### src/rtl/taylor_stage_2_datapath.sv
// taylor_stage_2_datapath
// Responder datapath for the Taylor stage-2 controller. Evaluates
// result = c0 + x*(c1 + x*c2) in Horner form on one shared signed
// fixed-point multiplier and one adder, steered by the controller's
// mul_ss/add_ss commands and their enables.
// Optional build macro: TAYLOR_DP_ROUND_EN -- when defined, the product
// rescale rounds half up (adds 1<<(FRAC-1) before the shift); otherwise
// the rescale is a plain arithmetic-shift truncation.
module taylor_stage_2_datapath #(
  parameter int W    = 16,
  parameter int FRAC = 12
) (
  input  logic                CLK,
  input  logic                rst_n,
  input  logic                start,
  input  logic signed [W-1:0] x_in,
  input  logic signed [W-1:0] c0_in,
  input  logic signed [W-1:0] c1_in,
  input  logic signed [W-1:0] c2_in,
  input  logic                mul_ss,
  input  logic                mul_ss_en,
  input  logic                add_ss,
  input  logic                add_ss_en,
  input  logic                output_ready,
  output logic signed [W-1:0] result,
  output logic                result_valid,
  output logic                busy,
  output logic                overflow
);

  // Product path is carried one bit wider than the full product so the
  // rounding offset can never wrap.
  localparam int PW = 2 * W + 1;

  localparam logic signed [W-1:0] SAT_MAX = {1'b0, {(W-1){1'b1}}};
  localparam logic signed [W-1:0] SAT_MIN = {1'b1, {(W-1){1'b0}}};

  logic signed [W-1:0] x_reg, c0_reg, c1_reg, c2_reg;
  logic signed [W-1:0] p_reg, a_reg;
  logic                busy_reg;

  logic signed [W-1:0]   mul_a, mul_b;
  logic signed [PW-1:0]  prod_ext, prod_adj, scaled;
  logic signed [W-1:0]   mul_val;
  logic                  mul_sat;
  logic signed [W-1:0]   addend;
  logic signed [W:0]     sum;
  logic signed [W-1:0]   add_val;
  logic                  add_sat;
  logic                  mul_clamp, add_clamp, final_add;

  // Multiplier operand steering. On the start cycle the controller is still
  // idling with mul_ss=1, so the fresh operands bypass the latch.
  always_comb begin
    mul_a = x_reg;
    mul_b = a_reg;
    if (mul_ss) begin
      mul_b = c2_reg;
      if (start) begin
        mul_a = x_in;
        mul_b = c2_in;
      end
    end
  end

  assign prod_ext = PW'($signed({{W{mul_a[W-1]}}, mul_a}) * $signed({{W{mul_b[W-1]}}, mul_b}));

`ifdef TAYLOR_DP_ROUND_EN
  localparam logic signed [PW-1:0] HALF_LSB = PW'(1) <<< (FRAC - 1);
  assign prod_adj = prod_ext + HALF_LSB;
`else
  assign prod_adj = prod_ext;
`endif

  assign scaled = prod_adj >>> FRAC;

  // Saturate when the bits above the W-bit result are not a pure sign run.
  assign mul_sat = !((&scaled[PW-1:W-1]) || !(|scaled[PW-1:W-1]));
  assign mul_val = mul_sat ? (scaled[PW-1] ? SAT_MIN : SAT_MAX) : scaled[W-1:0];

  // Adder: P plus C1 (inner Horner step) or C0 (final step), one guard bit.
  assign addend  = add_ss ? c0_reg : c1_reg;
  assign sum     = {p_reg[W-1], p_reg} + {addend[W-1], addend};
  assign add_sat = (sum[W] != sum[W-1]);
  assign add_val = add_sat ? (sum[W] ? SAT_MIN : SAT_MAX) : sum[W-1:0];

  assign mul_clamp = mul_ss_en && mul_sat;
  assign add_clamp = add_ss_en && add_sat;

  // The final add only produces a result while an operation is in flight.
  assign final_add = busy_reg && add_ss_en && add_ss && output_ready;

  // busy also covers the start cycle itself, so back-to-back operations
  // show no gap between them.
  assign busy = busy_reg || (start && rst_n);

  // Operand latch, P/A pipeline registers, result and status flags.
  always_ff @(posedge CLK) begin
    if (!rst_n) begin
      x_reg        <= '0;
      c0_reg       <= '0;
      c1_reg       <= '0;
      c2_reg       <= '0;
      p_reg        <= '0;
      a_reg        <= '0;
      result       <= '0;
      result_valid <= 1'b0;
      busy_reg     <= 1'b0;
      overflow     <= 1'b0;
    end else begin
      if (start) begin
        x_reg    <= x_in;
        c0_reg   <= c0_in;
        c1_reg   <= c1_in;
        c2_reg   <= c2_in;
        busy_reg <= 1'b1;
      end else if (final_add) begin
        busy_reg <= 1'b0;
      end

      if (mul_ss_en) p_reg <= mul_val;
      if (add_ss_en) a_reg <= add_val;

      if (final_add) result <= add_val;
      result_valid <= final_add;

      // A new operation starts clean, except that its own first product
      // (computed this cycle from the bypassed operands) may already clamp.
      if (start) begin
        overflow <= mul_clamp;
      end else if (busy_reg && (mul_clamp || add_clamp)) begin
        overflow <= 1'b1;
      end
    end
  end

endmodule
### config.mk
export PLATFORM = sky130hd
export DESIGN_NAME = taylor_stage_2_datapath
export DESIGN_NICKNAME = d
export VERILOG_FILES = /design/src/rtl/taylor_stage_2_datapath.sv
export SDC_FILE = /design/constraint.sdc
export NUM_CORES = 1
export LEC_CHECK = 0
export CAP_MARGIN = 20
export CELL_PAD_IN_SITES_DETAIL_PLACEMENT = 2
export CELL_PAD_IN_SITES_GLOBAL_PLACEMENT = 2
export CORE_MARGIN = 4
export CORE_UTILIZATION = 36
export CTS_BUF_LIST = sky130_fd_sc_hd__clkbuf_4
export CTS_CLUSTER_SIZE = 30
export DETAILED_ROUTE_END_ITERATION = 8
export PLACE_DENSITY_LB_ADDON = 0.08
export SLEW_MARGIN = 20
export SYNTH_ARGS = -nofsm -noshare
export SYNTH_HDL_FRONTEND = slang
export SYNTH_SLANG_ARGS = --single-unit
### constraint.sdc
create_clock -name CLK -period 8.9 [get_ports CLK]
set_input_delay 1.335 -clock CLK [delete_from_list [all_inputs] [get_ports CLK]]
set_output_delay 1.335 -clock CLK [all_outputs]
set_load 0.01 [all_outputs]
==> flow_metrics.py, run 1 <==
metrics = {
    "outcome": {
        "status": "complete, no violations",
    },
    "logic_synthesis": {
        "ys_seq_area_share_pct": 15.1,
        "synthMuxAreaShare_pct": 7.85,
        "netlist_instances": 1718,
        "ys.flop_type": "dfxtp_1",
        "yosysMostFrequentCell": "inv_1",
        "synth_fa_ha_area_share_pct": 42.5,
        "synth_xor_area_share_pct": 2.65,
        "synth_edf_count": 0,
        "ys_warn_count": 0,
        "yosysTopAreaCellShare_pct": 34.5,
        "synth-simple-area-share_pct": 13.0,
        "synth.area.top_cells": "fa_1 35%, dfxtp_1 15%, ha_1 7.8%",
        "synth_seq_cells": 115,
        "synth_compound_area_share_pct": 9.62,
        "synth_top_area_cell": "fa_1",
        "async_flop_share_pct": 0,
        "netlist_area_sq_um": 15200,
        "synth_area_per_cell_sq_um": 8.85,
        "synth_top_family_by_area": "adder cells",
        "synth.distinct_cells": 65,
        "synth_fp_nets": 2147,
        "synth_commonest_cells": "301 x inv_1, 262 x fa_1, 242 x nor2_1",
    },
    "worst_setup_path": {
        "cp-end-kind": "flip-flop",
        "worstPathArrival_ps": 8840,
        "cpPeakStageDelay_ps": 620,
        "start_kind": "input port",
        "cp.buffers_inverters": 6,
        "crit_fanout": 15,
        "r2r_start": "a_reg[2]$_SDFFE_PN0P_",
        "critical_path.top_delay_family": "adder cells",
        "worst_path_max_delay_cell": "a21oi_1",
        "path_common_cell": "fa_1",
        "startpoint": "c2_in[2]",
        "worstSetupPathType": "input port to flip-flop",
        "required_ps": 9430,
    },
    "detailed_routing": {
        "drt-pass1-iter-count": 5,
        "antenna_left": 0,
        "post-route-drc-count": 0,
        "drt_wl_total_mm": 52.9,
        "drtIter0Drc": 415,
        "post_drt_wl_per_cell_um": 22.2,
        "vias": 12300,
        "viasPerCell": 5.15,
    },
    "clock_network": {
        "clk_latency_ps": 610,
        "cts_tree": "yes",
        "path_clk_slew_ps": 130,
        "holdBufCountCts": 0,
        "ctsResizeCount": 0,
        "h-tree-depth": 4,
        "cts_buffers": 17,
        "cts.sinks": 115,
        "postCtsSetupRepairBufs": 0,
        "clockBufferDepth": 2,
        "clockRootBuffer": "clkbuf_4",
    },
    "timing": {
        "slew_headroom_pct": 33.1,
        "period_share_pct": 93.3,
        "setup_viol": 0,
        "rsz0062_at_grt": "false",
        "drv_slew": 0,
        "min_period_ps": 8300,
        "worst_slew_pin_slew_ps": 1000,
        "skew_ps": 30.0,
        "finalHoldViolations": 0,
        "max_freq_mhz": 120,
    },
    "final_layout": {
        "final_cell_count_no_fill": 2380,
        "area_delta_synth_final_pct": 14.0,
        "fin_area_sq_um": 17300,
        "design.final.nets": 2256,
        "drive_above_1_share_pct": 8.32,
    },
    "global_route": {
        "grt_max_degree": 77,
        "antenna_found_initial": 1,
        "grt_overflow_total": 0,
        "grt_pass1_vias": 14100,
        "grtUsageTotal_pct": 23.9,
        "grt_first_pass_wirelength_mm": 81.9,
    },
    "placement": {
        "dp_cells": 2347,
        "postPlaceCellArea_sq_um": 17000,
        "hpwl_mm": 44.6,
        "place.gp.congestion": 0.833,
        "port_buffers": 90,
    },
    "die": {
        "fp.dieH_um": 213,
        "die_width_um": 213,
        "rows": 75,
        "ioPinCount": 91,
        "design.core.area_sq_um": 41900,
        "start_util_pct": 36.3,
        "die-area_sq_um": 45600,
    },
    "min_path": {
        "min_path_type": "flip-flop to flip-flop",
        "worstHoldStart": "result[9]$_SDFFE_PN0P_",
    },
    "job": {
        "maxCapViolations": 0,
    },
}
==> logic make-up after synthesis <==
kind of cell / after synthesis
fa+ha+maj: 360
xor+xnor: 46
simple gates: 489
mux: 115
buf+inv: 364
compound gates: 229
flops: 115
==> metrics by stage <==
stage / util [%] / worst slack, ps / hold WS [ps] / TNS [ps]
floorplan: - / 241 / 450 / 0
global placement: 40.6 / 135 / 465 / 0
detailed placement: 40.6 / -48.5 / 479 / -271
CTS: 41.4 / 615 / 499 / 0
global route: 41.4 / 168 / 528 / 0
finish: 41.4 / 597 / 493 / 0
==> layer usage <==
layer / up-vias / wire, um / GRT usage (%) / share of wire, %
met5: - / 0 / 0 / 0
met4: 0 / 1700 / 7.88 / 3.2
li1: 5609 / - / - / -
met1: 6411 / 22900 / 30.5 / 43
met2: 168 / 27100 / 42.5 / 51
met3: 66 / 1160 / 2.40 / 2.2
==> path summary, 6_finish.rpt <==
path | to | slack [ps] | cells past startpoint
max | p_reg[7]$_SDFFE_PN0P_ | 600 | 26
min | result[9]$_SDFFE_PN0P_ | 490 | 2
max reg2reg | p_reg[7]$_SDFFE_PN0P_ | 1430 | 25
min reg2reg | result[9]$_SDFFE_PN0P_ | 490 | 2
==> final cells by class <==
cell class	count	area [sq um]
flip-flops and latches	115	2300
well taps	539	674
clock buffers	18	135
diodes	1	2.50
repair buffers	153	1380
clock inverters	14	194
inverters	301	1130
multi-input cells	1239	11500
fillers	4674	24500
==> cell usage in the layout (no fill, tap or decap), drive strengths merged, types with 4 or more instances in the layout <==
| master | Yosys | layout |
|---|---|---|
| inv | 301 | 308 |
| fa | 262 | 262 |
| nor2 | 242 | 242 |
| nand2 | 182 | 182 |
| dfxtp | 115 | 115 |
| ha | 95 | 95 |
| clkdlybuf4s50 | 0 | 88 |
| mux2i | 85 | 85 |
| a21oi | 81 | 81 |
| buf | 14 | 65 |
| o21ai | 65 | 65 |
| mux2 | 30 | 30 |
| xnor2 | 29 | 29 |
| a21o | 19 | 19 |
| clkbuf | 49 | 18 |
| xor2 | 17 | 17 |
| a211oi | 14 | 14 |
| nand3 | 13 | 13 |
| nor3 | 11 | 11 |
| o21a | 8 | 8 |
| o211ai | 8 | 8 |
| and2 | 8 | 8 |
| or2 | 6 | 6 |
| nand4 | 6 | 6 |
| nand2b | 5 | 5 |
| a31oi | 5 | 5 |
| nor4 | 4 | 4 |
| nor2b | 4 | 4 |
| o31ai | 4 | 4 |
==> worst register-to-register path: cells and delay by family (launching register included) <==
family / cells / cell delay (ps)
adders and majority gates: 7 / 3320
AOI/OAI and AO/OA: 8 / 2270
buffers and inverters: 5 / 660
and+or+nand+nor: 4 / 610
DFF: 1 / 420
xor gates and xnor gates: 1 / 160
Power of run 1 is left out: the tool's default activity adds up to more than one toggle a clock period on the data nets, which glitch-free logic cannot reach.
==> run 2: changes to the inputs <==
--- a/config.mk
+++ b/config.mk
@@ -10,2 +10,3 @@
 export CELL_PAD_IN_SITES_GLOBAL_PLACEMENT = 2
+export CORE_ASPECT_RATIO = 1.2
 export CORE_MARGIN = 4
--- a/constraint.sdc
+++ b/constraint.sdc
@@ -3,2 +3,2 @@
 set_output_delay 1.335 -clock CLK [all_outputs]
-set_load 0.01 [all_outputs]
+set_load 0.02 [all_outputs]
==> flow_metrics.py, run 2 (synthesis gave the netlist of run 1 again) <==
metrics = {
    "min_path": {
        "min_path_type": "flip-flop to flip-flop",
        "hold_depth": 2,
    },
    "worst_setup_path": {
        "r2r_cells": 24,
        "worst_path_max_delay_cell": "fa_1",
        "cpPeakStageDelay_ps": 630,
        "crit_fanout": 15,
        "worstSetupPathType": "input port to flip-flop",
        "path_common_cell": "fa_1",
        "required_ps": 9380,
        "start_kind": "input port",
        "worstPathArrival_ps": 8850,
        "cp-end-kind": "flip-flop",
    },
    "detailed_routing": {
        "post_drt_wl_per_cell_um": 21.7,
        "post-route-drc-count": 0,
        "viasPerCell": 5.13,
        "drt-pass1-iter-count": 5,
        "drt_wl_total_mm": 51.6,
        "antenna_left": 0,
        "vias": 12200,
        "drtIter0Drc": 386,
    },
    "clock_network": {
        "ctsResizeCount": 0,
        "holdBufCountCts": 0,
        "cts.sinks": 115,
        "clockBufferDepth": 2,
        "cts_buffers": 17,
        "clockRootBuffer": "clkbuf_4",
        "h-tree-depth": 4,
        "postCtsSetupRepairBufs": 0,
        "clk_latency_ps": 590,
        "path_clk_slew_ps": 120,
        "cts_tree": "yes",
    },
    "timing": {
        "finalHoldViolations": 0,
        "max_freq_mhz": 119,
        "period_share_pct": 94.0,
        "rsz0062_at_grt": "false",
        "min_period_ps": 8370,
        "setup_viol": 0,
        "drv_slew": 0,
        "skew_ps": 20.2,
        "slew_headroom_pct": 35.2,
        "worst_slew_pin_slew_ps": 972,
        "fin_hold_ws_ps": 499,
    },
    "final_layout": {
        "nFillCells": 4627,
        "final_cell_mix": "300 x inv_1, 262 x fa_1, 242 x nor2_1",
        "drive_above_1_share_pct": 8.17,
        "area_delta_synth_final_pct": 14.2,
        "design.final.nets": 2253,
        "seqCellArea_sq_um": 2300,
        "final_util_pct": 41.6,
        "multiInputGateArea_sq_um": 11500,
        "layout_commonest_cell": "inv_1",
    },
    "global_route": {
        "grt_max_degree": 45,
        "antenna_found_initial": 1,
        "grt_first_pass_wirelength_mm": 80.8,
        "grt_overflow_total": 0,
        "grt_pass1_vias": 14000,
        "grtUsageTotal_pct": 23.2,
    },
    "placement": {
        "place.gp.congestion": 0.851,
        "hpwl_mm": 43.5,
        "port_buffers": 90,
    },
    "die": {
        "rows": 82,
        "fp.dieH_um": 233,
        "start_util_pct": 36.4,
        "ioPinCount": 91,
        "die-area_sq_um": 45600,
        "design.core.area_sq_um": 41800,
        "die_width_um": 196,
    },
    "outcome": {
        "status": "complete, no violations",
    },
    "job": {
        "maxCapViolations": 0,
    },
}
[run 2: changes by cell type in the layout (fill, tap and decap cells not counted), sizes merged]
cell and delta:
clkinv +2, inv -6, clkbuf +2, buf -2, bufinv +1, clkinvlp +1, clkdlybuf4s50 -1
[run 2: final timing paths]
path                         start               endpoint  slack, ps
max                       c2_in[7]  p_reg[2]$_SDFFE_PN0P_        530
min          a_reg[0]$_SDFFE_PN0P_  a_reg[0]$_SDFFE_PN0P_        500
max reg2reg   c2_reg[7]$_SDFF_PN0_  p_reg[2]$_SDFFE_PN0P_       1420
min reg2reg  a_reg[0]$_SDFFE_PN0P_  a_reg[0]$_SDFFE_PN0P_        500
[run 2: per-layer routing]
metal | GRT usage, % | share of wire, %
met1 | 27.2 | 40
met2 | 43.5 | 54
met3 | 2.78 | 2.6
met4 | 7.94 | 3.5
met5 | 0 | 0
[run 2: critical path: cells and delay by family]
kind	cells	cell delay, ps
compound gates	8	1990
xor+xnor	1	320
fa+ha+maj	7	3480
buf+inv	6	1200
mux	1	100
simple gates	2	410
[run 2: stage by stage]
| step | std cells | instance area [sq um] | setup WS (ps) | TNS [ps] |
|---|---|---|---|---|
| 2_1_floorplan | 1718 | 15200 | 241 | 0 |
| 3_3_place_gp | 2351 | 17000 | 55.6 | 0 |
| 3_5_place_dp | 2351 | 17000 | -123 | -1690 |
| 4_1_cts | 2383 | 17400 | 539 | 0 |
| 5_1_grt | 2384 | 17400 | 126 | 0 |
| 6_report | 2384 | 17400 | 531 | 0 |
[run 2: final cells by class]
class | count | share of cell area [%]
clock buffers | 20 | 0.865
multi-input cells | 1239 | 66.3
clock inverters | 12 | 1.05
flip-flops and latches | 115 | 13.3
repair buffers | 150 | 8.07
well taps | 546 | 3.94
diodes | 1 | 0.0144
inverters | 301 | 6.51
Power of run 2 is left out for the same reason.
==> run 3: changes to the inputs <==
Settings changed: SLEW_MARGIN 20 to not set.
==> results of run 3 <==
Same layout as run 2: the final DEF is identical, and so are final timing and power.
Power of run 3 is left out for the same reason.
==> patch 1 (config.mk and constraints of run 3) <==
Change the parameter `W` from 16 to 24.
--- a/src/rtl/taylor_stage_2_datapath.sv
+++ b/src/rtl/taylor_stage_2_datapath.sv
@@ -7,7 +7,7 @@
 // rescale rounds half up (adds 1<<(FRAC-1) before the shift); otherwise
 // the rescale is a plain arithmetic-shift truncation.
 module taylor_stage_2_datapath #(
-  parameter int W    = 16,
+  parameter int W    = 24,
   parameter int FRAC = 12
 ) (
   input  logic                CLK,
Interface: changed (5 resized); port bits go from 91 to 131. No check against the original RTL was run, so the function may have changed too.
==> patch 1 against run 3 <==
- the run now ends with setup timing left
- cell area rose by 120%
- worst setup slack got worse by 0.66 ns
- global-route usage rose by 5.3 points
- area after synthesis rose by 93%
- maximum frequency fell by 7.3%
- sequential cell count rose by 56
- critical path depth rose by 11
- routed wire length rose by 150%
- cell count rose by 100%
- non-clock buffer count rose by 526
Power is not shown: default switching activity piles up to over one toggle a cycle in this logic, so the estimate is an artifact.
==> patch 1: results (changes against run 3) <==
routing:
  met1Wirelength_mm: 53.1  # was 20.6 mm
  dr.first_iter.drc_count: 1403  # was 386
  vias_per_cell: 5.22  # was 5.13
  wl_met2_mm: 65.5  # was 27.9 mm
  drt-pass1-iter-count: 7  # was 5
  drt-total-wl_mm: 128  # was 51.6 mm
run_status:
  violations: "setup timing"
  outcome: "finished, violations left"  # was complete, no violations
clocking:
  cts_resized: 69  # was 0
  clkTransAtPathRegs_ns: 0.18  # was 0.12 ns
  insertion_delay_ns: 0.80  # was 0.59 ns
cells_and_area:
  fillers: 8519  # was 4627
worst_setup_path:
  reg2reg_depth: 33  # was 24
  cp-startpoint: "start"  # was c2_in[7]
placed_design:
  routabilityCongestion: 0.887  # was 0.851
  pre_cts_slack_ns: -1.33  # was -0.123 ns
  portBuffers: 130  # was 90
global_routing:
  globalRouteMet2Util: 0.500  # was 0.435
  grt_util_met3: 0.0437  # was 0.0278
  grt.total_usage: 0.285  # was 0.232
  grt_pass1_wl_mm: 184  # was 80.8 mm
timing:
  setup_ws_ns: -0.129  # was 0.531 ns
  setup_violations: 24  # was 0
  worst_slew_pin_slew_ns: 1.01  # was 0.972 ns
  fin_setup_tns_ns: -2.07  # was 0 ns
==> patch 1: worst min path at each step <==
stage / from / end / slack [ns] / cells after the start
finish: a_reg[22]$_SDFFE_PN0P_ / a_reg[22]$_SDFFE_PN0P_ / 0.50 / 2
global route: a_reg[22]$_SDFFE_PN0P_ / a_reg[22]$_SDFFE_PN0P_ / 0.53 / 2
CTS: a_reg[22]$_SDFFE_PN0P_ / a_reg[22]$_SDFFE_PN0P_ / 0.50 / 2
detailed placement: result[6]$_SDFFE_PN0P_ / result[6]$_SDFFE_PN0P_ / 0.46 / 1
global placement: a_reg[22]$_SDFFE_PN0P_ / a_reg[22]$_SDFFE_PN0P_ / 0.45 / 2
floorplan: a_reg[10]$_SDFFE_PN0P_ / a_reg[10]$_SDFFE_PN0P_ / 0.43 / 2
==> patch 1: layout make-up <==
type,count,area [um^2],area share
Clock buffer,17,128,0.00334
Inverter,610,2300,0.0600
Sequential cell,171,3420,0.0895
Tap cell,1044,1310,0.0341
Clock inverter,15,206,0.00540
Timing Repair Buffer,676,6620,0.173
Multi-Input combinational cell,2299,24300,0.634
Antenna cell,3,7.51,0.000196
==> patch 1: cells by family after synthesis <==
family	after synthesis	share of synthesized area
muxes	170	0.0600
xor gates and xnor gates	66	0.0197
and+or+nand+nor	936	0.140
buffers and inverters	769	0.0993
DFF	171	0.117
AOI/OAI and AO/OA	364	0.0838
adders and majority gates	762	0.480
==> patch 1: critical path: cells and delay by family <==
kind / cells / cell delay [ns]
and+or+nand+nor: 7 / 1.37
muxes: 1 / 0.23
buffers and inverters: 12 / 1.22
AOI/OAI and AO/OA: 7 / 1.21
xor gates and xnor gates: 1 / 0.16
adders and majority gates: 8 / 4.12
==> patch 2 (flow settings as in run 3) <==
Without the edit above. Make the reset (`rst_n`) asynchronous in one clocked block.
--- a/src/rtl/taylor_stage_2_datapath.sv
+++ b/src/rtl/taylor_stage_2_datapath.sv
@@ -95,7 +95,7 @@
   assign busy = busy_reg || (start && rst_n);
 
   // Operand latch, P/A pipeline registers, result and status flags.
-  always_ff @(posedge CLK) begin
+  always_ff @(posedge CLK or negedge rst_n) begin
     if (!rst_n) begin
       x_reg        <= '0;
       c0_reg       <= '0;
Function: changed (a bounded check fails within 4 cycles, from zero or initial values and one cycle with rst_n low; the reset may be asserted at any time).
==> patch 2 against run 3 <==
- sequential cell count did not move
- cell area rose by 3.2%
- clock skew fell by 0.0022 ns
- worst setup slack got worse by 0.014 ns
- area after synthesis rose by 1.0%
- routed wire length fell by 0.80%
- synthesized cell count fell by 4.5%
Power is not shown: default switching activity piles up to over one toggle a cycle in this logic, so the estimate is an artifact.
==> patch 2: results (changes against run 3) <==
global_routing:
  grt_util_met3: 0.0335  # was 0.0278
  grt.total_usage: 0.233  # was 0.232
  grt_max_degree: 68  # was 45
  grt_pass1_vias: 14000  # about the same
  globalRouteMet2Util: 0.427  # was 0.435
worst_setup_path:
  r2r-start: "a_reg[1]$_DFFE_PN0P_"  # was c2_reg[7]$_SDFF_PN0_
  reg2reg_to: "p_reg[14]$_DFFE_PN0P_"  # was p_reg[2]$_SDFFE_PN0P_
  worstPathMaxFanout: 20  # was 15
  r2r_slack_ns: 1.45  # was 1.42 ns
cells_and_area:
  n_all_inverters: 346  # was 301
  antennaDiodeCount: 0  # was 1
  fillers: 4592  # was 4627
  seqCellArea_mm2: 0.00288  # was 0.00230 mm^2
  buf_share: 0.101  # was 0.0807
  drive_gt1_frac: 0.119  # was 0.0817
  nClkBuffers: 19  # was 20
yosys:
  yosysSeqAreaShare: 0.187  # was 0.151
  synth_common_cells: "346 x inv_1, 262 x fa_1, 175 x nor2_1"  # was 301 x inv_1, 262 x fa_1, 242 x nor2_1
  ys_types: 57  # was 65
  synthFlopType: "dfrtp_1"  # was dfxtp_1
  synth.net_count: 2069  # was 2147
  synthCells: 1640  # was 1718
  yosys-top-cells-area: "fa_1 34%, dfrtp_1 19%, inv_1 8.5%, ha_1 7.7%, nor2_1 4.3%"  # was fa_1 35%, dfxtp_1 15%, ha_1 7.8%, inv_1 7.4%, nor2_1 6.0%
placed_design:
  hpwl_mm: 44.3  # was 43.5 mm
  pre_cts_slack_ns: -0.121  # was -0.123 ns
  dp.cells: 2326  # was 2351
routing:
  wl_met2_mm: 27.2  # was 27.9 mm
  drt-pass1-iter-count: 4  # was 5
  dr_wl_met3_mm: 1.43  # was 1.32 mm
timing:
  skew_ns: 0.0180  # was 0.0202 ns
  fmax_mhz: 119  # about the same
  relSlewSlack: 0.378  # was 0.352
run_status:
  outcome: "complete, no violations"  # unchanged
min_path:
  worstHoldEndpoint: "c2_reg[15]$_DFF_PN0_"  # was a_reg[0]$_SDFFE_PN0P_
clocking:
  insertion_delay_ns: 0.57  # was 0.59 ns
[patch 2: cell types whose count changed in the layout (fill, tap and decap cells not counted), sizes merged, moves of 16 or more]
cell,run 3,this run
dfrtp,0,115
dfxtp,115,0
nor2,242,175
buf,63,110
inv,302,349
mux2i,85,39
mux2,30,55
nand2,182,160
a21o,19,35
[patch 2: kinds of logic after synthesis]
family / share of synthesized area
AO/OA/AOI/OAI: 0.0990
AND/OR/NAND/NOR: 0.105
adder cells (fa/ha/maj): 0.421
multiplexers: 0.0660
buffers and inverters: 0.0994
flip-flops: 0.187
XOR/XNOR: 0.0222
[patch 2: worst max path at each step]
stage                        start                    end
after floorplan              start  p_reg[14]$_DFFE_PN0P_
after global placement    c2_in[1]  p_reg[14]$_DFFE_PN0P_
after detailed placement     start  p_reg[14]$_DFFE_PN0P_
after CTS                    start  p_reg[14]$_DFFE_PN0P_
after global routing         start  p_reg[14]$_DFFE_PN0P_
final                        start  p_reg[14]$_DFFE_PN0P_
